--- config.mk ---
export PLATFORM = sky130hd
export DESIGN_NAME = nogtx_data_serializer
export DESIGN_NICKNAME = d
export VERILOG_FILES = /design/src/rtl/nogtx_tx_pkg.sv /design/src/rtl/nogtx_tx_fifo.sv /design/src/rtl/nogtx_data_serializer.sv
export SDC_FILE = /design/constraint.sdc
export NUM_CORES = 1
export LEC_CHECK = 0
export CAP_MARGIN = 15
export CORE_MARGIN = 1.5
export CORE_UTILIZATION = 50
export DETAILED_ROUTE_END_ITERATION = 6
export PLACE_DENSITY = 0.7
export SLEW_MARGIN = 10
export SYNTH_ARGS = -nofsm -noshare
export SYNTH_HDL_FRONTEND = slang
export SYNTH_SLANG_ARGS = --single-unit
--- constraint.sdc ---
create_clock -name clk320 -period 3 [get_ports clk320]
set_input_delay 0.3 -clock clk320 [delete_from_list [all_inputs] [get_ports clk320]]
set_output_delay 0.3 -clock clk320 [all_outputs]
set_load 0.02 [all_outputs]
--- src/rtl/nogtx_tx_pkg.sv ---
// Shared definitions for the no-GTX transmit serializer: mode encodings,
// idle word default and PRBS7 generator helpers.
package nogtx_tx_pkg;

  typedef enum logic [1:0] {
    MODE_DATA  = 2'd0,
    MODE_IDLE  = 2'd1,
    MODE_CNT   = 2'd2,
    MODE_PRBS7 = 2'd3
  } tx_mode_e;

  localparam logic [7:0] IDLE_WORD_DEFAULT = 8'h3C;

  // x^7 + x^6 + 1: feedback is the XOR of the two oldest state bits
  localparam logic [6:0] PRBS7_SEED   = 7'h7F;
  localparam int         PRBS7_TAP_HI = 6;
  localparam int         PRBS7_TAP_LO = 5;

  function automatic logic [6:0] prbs7_step(input logic [6:0] s);
    return {s[5:0], s[PRBS7_TAP_HI] ^ s[PRBS7_TAP_LO]};
  endfunction

  function automatic logic [6:0] prbs7_advance(input logic [6:0] s, input int unsigned n);
    logic [6:0] st;
    st = s;
    for (int i = 0; i < 16; i++) begin
      if (i < n) st = prbs7_step(st);
    end
    return st;
  endfunction

  // The first generated bit lands in bit 0 so it is shifted out first
  function automatic logic [7:0] prbs7_byte(input logic [6:0] s);
    logic [6:0] st;
    logic [7:0] b;
    st = s;
    b  = 8'h00;
    for (int i = 0; i < 8; i++) begin
      st   = prbs7_step(st);
      b[i] = st[0];
    end
    return b;
  endfunction

endpackage

--- src/rtl/nogtx_tx_fifo.sv ---
// Small word FIFO feeding the serializer; full/empty are registered so the
// upstream ready never depends combinationally on the pop side.
module nogtx_tx_fifo #(
  parameter int DEPTH = 4,
  parameter int WIDTH = 8
) (
  input  logic             clk320,
  input  logic             rstn,
  input  logic             push,
  input  logic [WIDTH-1:0] push_data,
  input  logic             pop,
  output logic [WIDTH-1:0] pop_data,
  output logic             full,
  output logic             empty
);

  localparam int AW = (DEPTH > 1) ? $clog2(DEPTH) : 1;
  localparam int CW = AW + 1;
  localparam logic [CW-1:0] FULL_COUNT = CW'(DEPTH);

  logic [WIDTH-1:0] mem [DEPTH];
  logic [AW-1:0]    wr_ptr;
  logic [AW-1:0]    rd_ptr;
  logic [CW-1:0]    count;
  logic [CW-1:0]    count_next;
  logic             push_ok;
  logic             pop_ok;

  assign push_ok  = push && !full;
  assign pop_ok   = pop && !empty;
  assign pop_data = mem[rd_ptr];

  always_comb begin
    count_next = count;
    if (push_ok && !pop_ok)      count_next = count + 1'b1;
    else if (!push_ok && pop_ok) count_next = count - 1'b1;
  end

  always_ff @(posedge clk320) begin
    if (push_ok) mem[wr_ptr] <= push_data;
  end

  // Pointers wrap naturally because DEPTH is a power of two
  always_ff @(posedge clk320 or negedge rstn) begin
    if (!rstn) begin
      wr_ptr <= '0;
      rd_ptr <= '0;
      count  <= '0;
      full   <= 1'b0;
      empty  <= 1'b1;
    end else begin
      if (push_ok) wr_ptr <= wr_ptr + 1'b1;
      if (pop_ok)  rd_ptr <= rd_ptr + 1'b1;
      count <= count_next;
      full  <= (count_next == FULL_COUNT);
      empty <= (count_next == '0);
    end
  end

endmodule

--- src/rtl/nogtx_data_serializer.sv ---
// Byte-to-serial transmitter for the 320 Mbps no-GTX link: LSB-first shift-out
// of FIFO data, idle, counter or PRBS7 words with polarity and bit delay.
module nogtx_data_serializer
  import nogtx_tx_pkg::*;
#(
  parameter int         FIFO_DEPTH = 4,
  parameter logic [7:0] IDLE_WORD  = IDLE_WORD_DEFAULT
) (
  input  logic        clk320,
  input  logic        rstn,
  input  logic        enable,
  input  logic [1:0]  mode,
  input  logic        polarity,
  input  logic [3:0]  bit_latency,
  input  logic [7:0]  din,
  input  logic        din_valid,
  output logic        din_ready,
  output logic        sout,
  output logic        frame_start,
  output logic [15:0] idle_count
);

  logic [2:0]  bit_cnt;
  logic        load_edge;
  logic [7:0]  shreg;
  logic [7:0]  next_word;
  logic [7:0]  cnt8;
  logic [6:0]  lfsr;
  logic        disabled_word;
  logic        serial_bit;
  logic [14:0] history;
  logic [15:0] idle_cnt;
  logic        fifo_pop;
  logic [7:0]  fifo_dout;
  logic        fifo_full;
  logic        fifo_empty;

  assign load_edge   = (bit_cnt == 3'd7);
  assign fifo_pop    = load_edge && enable && (mode == MODE_DATA);
  assign din_ready   = !fifo_full;
  assign frame_start = rstn && (bit_cnt == 3'd0);
  assign serial_bit  = disabled_word ? 1'b0 : (shreg[0] ^ polarity);
  assign idle_count  = idle_cnt;

  nogtx_tx_fifo #(
    .DEPTH (FIFO_DEPTH),
    .WIDTH (8)
  ) u_fifo (
    .clk320    (clk320),
    .rstn      (rstn),
    .push      (din_valid),
    .push_data (din),
    .pop       (fifo_pop),
    .pop_data  (fifo_dout),
    .full      (fifo_full),
    .empty     (fifo_empty)
  );

  always_comb begin
    next_word = 8'h00;
    if (enable) begin
      case (tx_mode_e'(mode))
        MODE_DATA:  next_word = fifo_empty ? IDLE_WORD : fifo_dout;
        MODE_IDLE:  next_word = IDLE_WORD;
        MODE_CNT:   next_word = cnt8;
        MODE_PRBS7: next_word = prbs7_byte(lfsr);
        default:    next_word = 8'h00;
      endcase
    end
  end

  // Word framing: a new word enters at the end of bit 7, otherwise shift right
  always_ff @(posedge clk320 or negedge rstn) begin
    if (!rstn) begin
      bit_cnt       <= 3'd0;
      shreg         <= 8'h00;
      disabled_word <= 1'b0;
      cnt8          <= 8'h00;
      lfsr          <= PRBS7_SEED;
      idle_cnt      <= 16'h0000;
    end else begin
      bit_cnt <= bit_cnt + 3'd1;
      if (load_edge) begin
        shreg         <= next_word;
        disabled_word <= !enable;
        if (enable) begin
          case (tx_mode_e'(mode))
            MODE_DATA: begin
              if (fifo_empty && (idle_cnt != 16'hFFFF)) idle_cnt <= idle_cnt + 16'd1;
            end
            MODE_CNT:   cnt8 <= cnt8 + 8'd1;
            MODE_PRBS7: lfsr <= prbs7_advance(lfsr, 8);
            default: ;
          endcase
        end
      end else begin
        shreg <= {1'b0, shreg[7:1]};
      end
    end
  end

  // history[i] holds the serial bit from i+1 cycles ago
  always_ff @(posedge clk320 or negedge rstn) begin
    if (!rstn) begin
      history <= 15'h0000;
      sout    <= 1'b0;
    end else begin
      history <= {history[13:0], serial_bit};
      sout    <= (bit_latency == 4'd0) ? serial_bit : history[bit_latency - 4'd1];
    end
  end

endmodule
==> impl_metrics.env <==
export IMPL_synth_edf_count=32
export IMPL_n_antenna_cell=0
export IMPL_ios=38
export IMPL_status="completed"
export IMPL_p_per_area_nw_per_um2=610
export IMPL_fp_dieH_um=97.3
export IMPL_synthArstFlopShare=0.680
export IMPL_hold_viol_final=0
export IMPL_r2r_cells=6
export IMPL_cts_repair_resized=0
export IMPL_worst_slack_ns=0.734
export IMPL_synthDominantCellAreaShare=0.337
export IMPL_avgSynthCellArea_um2=13.1
export IMPL_grt_setup_unrepaired="no"
export IMPL_drive_gt1_frac=0.143
export IMPL_grt_start_max_net_pins=69
export IMPL_area_growth_pct=15.1
export IMPL_first_pass_iters=4
export IMPL_worstPathMaxFanout=13
export IMPL_nets=411
export IMPL_startpoint_type="flop"
export IMPL_p_sw_mw=0.867
export IMPL_synth_area_um2=4450
export IMPL_dieArea_um2=9480
export IMPL_clock_sinks=100
export IMPL_worstSetupPathType="reg2reg"
export IMPL_grt_total_usage=0.173
export IMPL_finalCritPeriodShare=0.755
export IMPL_yosys_top_cells_count="dfrtp_1, edfxtp_1, xnor2_1, inv_1"
export IMPL_p_clk_frac=0.269
export IMPL_r2r_setup_slack_ns=0.73
export IMPL_hold_path_class="in2async"
export IMPL_antenna_found_initial=0
export IMPL_dpl_worst_slack_ns=0.700
export IMPL_io_buffers=37
export IMPL_initial_core_util=0.513
export IMPL_tns_ns=0
export IMPL_swShare=0.277
export IMPL_slew_headroom=0.438
export IMPL_drc=0
export IMPL_final_fill_count=732
export IMPL_final_max_slew_viol_count=0
export IMPL_combinationalPowerShare=0.180
export IMPL_fin_hold_ws_ns=0.130
export IMPL_synth_flop_cell="dfrtp_1"
export IMPL_viasPerCell=5.42
export IMPL_setup_violations_final=0
export IMPL_required_ns=3.24
export IMPL_ir_drop_v=0.000447
export IMPL_fin_crit_ns=2.27
export IMPL_arrival_ns=2.51
export IMPL_synth_cells=339
export IMPL_r2r_end="idle_count[1]$_DFFE_PN0P_"
export IMPL_initialDrtViolationCount=90
export IMPL_cts_buffers_inserted=9
export IMPL_synth_cell_types=51
export IMPL_synth_seq_cells=100
export IMPL_end_kind="flop"
export IMPL_dpl_hpwl_um=5280
export IMPL_finalPower_mw=3.12
export IMPL_core_um2=8680
export IMPL_cp_startpoint="bit_cnt[1]$_DFF_PN0_"
export IMPL_worstMarginPinSlew_ns=0.843
export IMPL_max_clock_freq_mhz=441
export IMPL_wl_per_cell_um=15.3
export IMPL_cap_viol_max_count=0
export IMPL_grt_pass1_vias=2702
export IMPL_synth_most_common_cell="dfrtp_1"
export IMPL_yosysTopAreaCell="dfrtp_1"
export IMPL_fin_worst_skew_ns=0.0110
export IMPL_timing_rr_start="bit_cnt[1]$_DFF_PN0_"
export IMPL_fp_row_count=34
export IMPL_synth_nets=371
export IMPL_clockBufferDepth=2
export IMPL_clock_latency_ns=0.35
export IMPL_holdBufCountCts=0
export IMPL_tritoncts="yes"
export IMPL_gr_total_overflow=0
export IMPL_p_leak_nw=2.09
export IMPL_p_seq_frac=0.551
export IMPL_cts_setup_buffers=0
export IMPL_antenna_left=0
export IMPL_ys_seq_area_frac=0.601
export IMPL_grt_pass1_wl_um=13100
export IMPL_p_int_mw=2.26
export IMPL_path_clk_slew_ns=0.10
export IMPL_yosysWarnings=0
export IMPL_root_buffer="clkbuf_8"
export IMPL_htree_levels=3
export IMPL_gp_congestion=0.804
export IMPL_chipWidth_um=97.3
export IMPL_synth_area_leaders="dfrtp_1, edfxtp_1, xnor2_1, dfstp_2, mux4_2"
export IMPL_vias=2668
export IMPL_fin_util=0.590
export IMPL_routed_wl_um=7510
[kinds of logic (layout without fill, tap and decap cells)]
logic type      count (synthesis)  after routing  synth area share
buf+inv                        34             79            0.0304
mux                            24             24            0.0790
compound gates                 51             51            0.0765
flops                         100            100             0.601
xor+xnor                       37             37            0.0745
fa+ha+maj                      13             13            0.0365
simple gates                   80             80             0.103
[cell usage in the layout, fill, tap and decap left out, drive strengths merged, types with 2 or more instances in the layout]
master and n:
nor2 10, a31oi 2, inv 23, clkbuf 10, clkdlybuf4s50 36, nand4 9, o41ai 4, o21ai 19
clkinvlp 2, o2111ai 2, a21oi 10, ha 13, nand2 19, and3 4, dfrtp 60, dfstp 8
xor2 8, and2 7, nor2b 6, edfxtp 32, xnor2 29, mux2 9, mux2i 7, a21boi 2
buf 6, nor3 7, mux4 8, nand3 10, a211oi 3
[layout make-up]
cell class / instances / area (um2) / share of cell area
clock inverter: 6 / 62.6 / 0.0122
timing repair buffer: 42 / 403 / 0.0787
tap: 108 / 135 / 0.0264
clock buffer: 10 / 128 / 0.0249
multi-input combinational: 205 / 1640 / 0.321
sequential: 100 / 2670 / 0.522
inverter: 21 / 78.8 / 0.0154
[power by group through the flow]
| stage | Sequential, mW | Combinational (mW) | Clock, mW |
|---|---|---|---|
| floorplan | 1.69 | 0.443 | 0 |
| global placement | 1.75 | 0.553 | 0 |
| detailed placement | 1.75 | 0.570 | 0 |
| CTS | 1.73 | 0.575 | 0.870 |
| global route | 1.75 | 0.629 | 0.924 |
| finish | 1.72 | 0.564 | 0.840 |
[sequential cells by signal (all words and copies together), names as in the netlist]
signal	flops
u_fifo.mem	32
idle_count	16
history	15
cnt8	8
shreg	8
lfsr	7
bit_cnt	3
u_fifo.count	3
u_fifo.rd_ptr	2
u_fifo.wr_ptr	2
disabled_word	1
sout	1
u_fifo.empty	1
u_fifo.full	1
[per-stage QoR]
step           area (um2)  std cells
4_1_cts              5120        492
2_1_floorplan        4450        339
5_1_grt              5120        492
3_5_place_dp         4930        476
3_3_place_gp         4930        476
6_report             5120        492
[worst max-delay path by stage]
stage,endpoint,slack [ns],cells after the start
after global placement,idle_count[1]$_DFFE_PN0P_,0.78,6
final,idle_count[1]$_DFFE_PN0P_,0.73,6
after CTS,idle_count[1]$_DFFE_PN0P_,0.72,6
after detailed placement,u_fifo.full$_DFF_PN0_,0.70,6
after global routing,u_fifo.empty$_DFF_PN1_,0.56,7
after floorplan,sout$_DFF_PN0_,1.16,8
[worst max-delay path: stages, from the launching register on]
cell and delay, ns:
dfrtp_1 0.36, ha_1 0.16, ha_1 0.46, and4bb_2 0.39
nand2_1 0.11, a31oi_4 0.29, mux2_2 0.37
[per-layer routing]
layer	share of wire	wire, um	GRT usage
met1	0.50	3780	0.247
met4	0.014	104	0.0604
met3	0.025	191	0.0317
met2	0.46	3430	0.270
met5	0	0	0
Power figures use the tool's default switching activity.
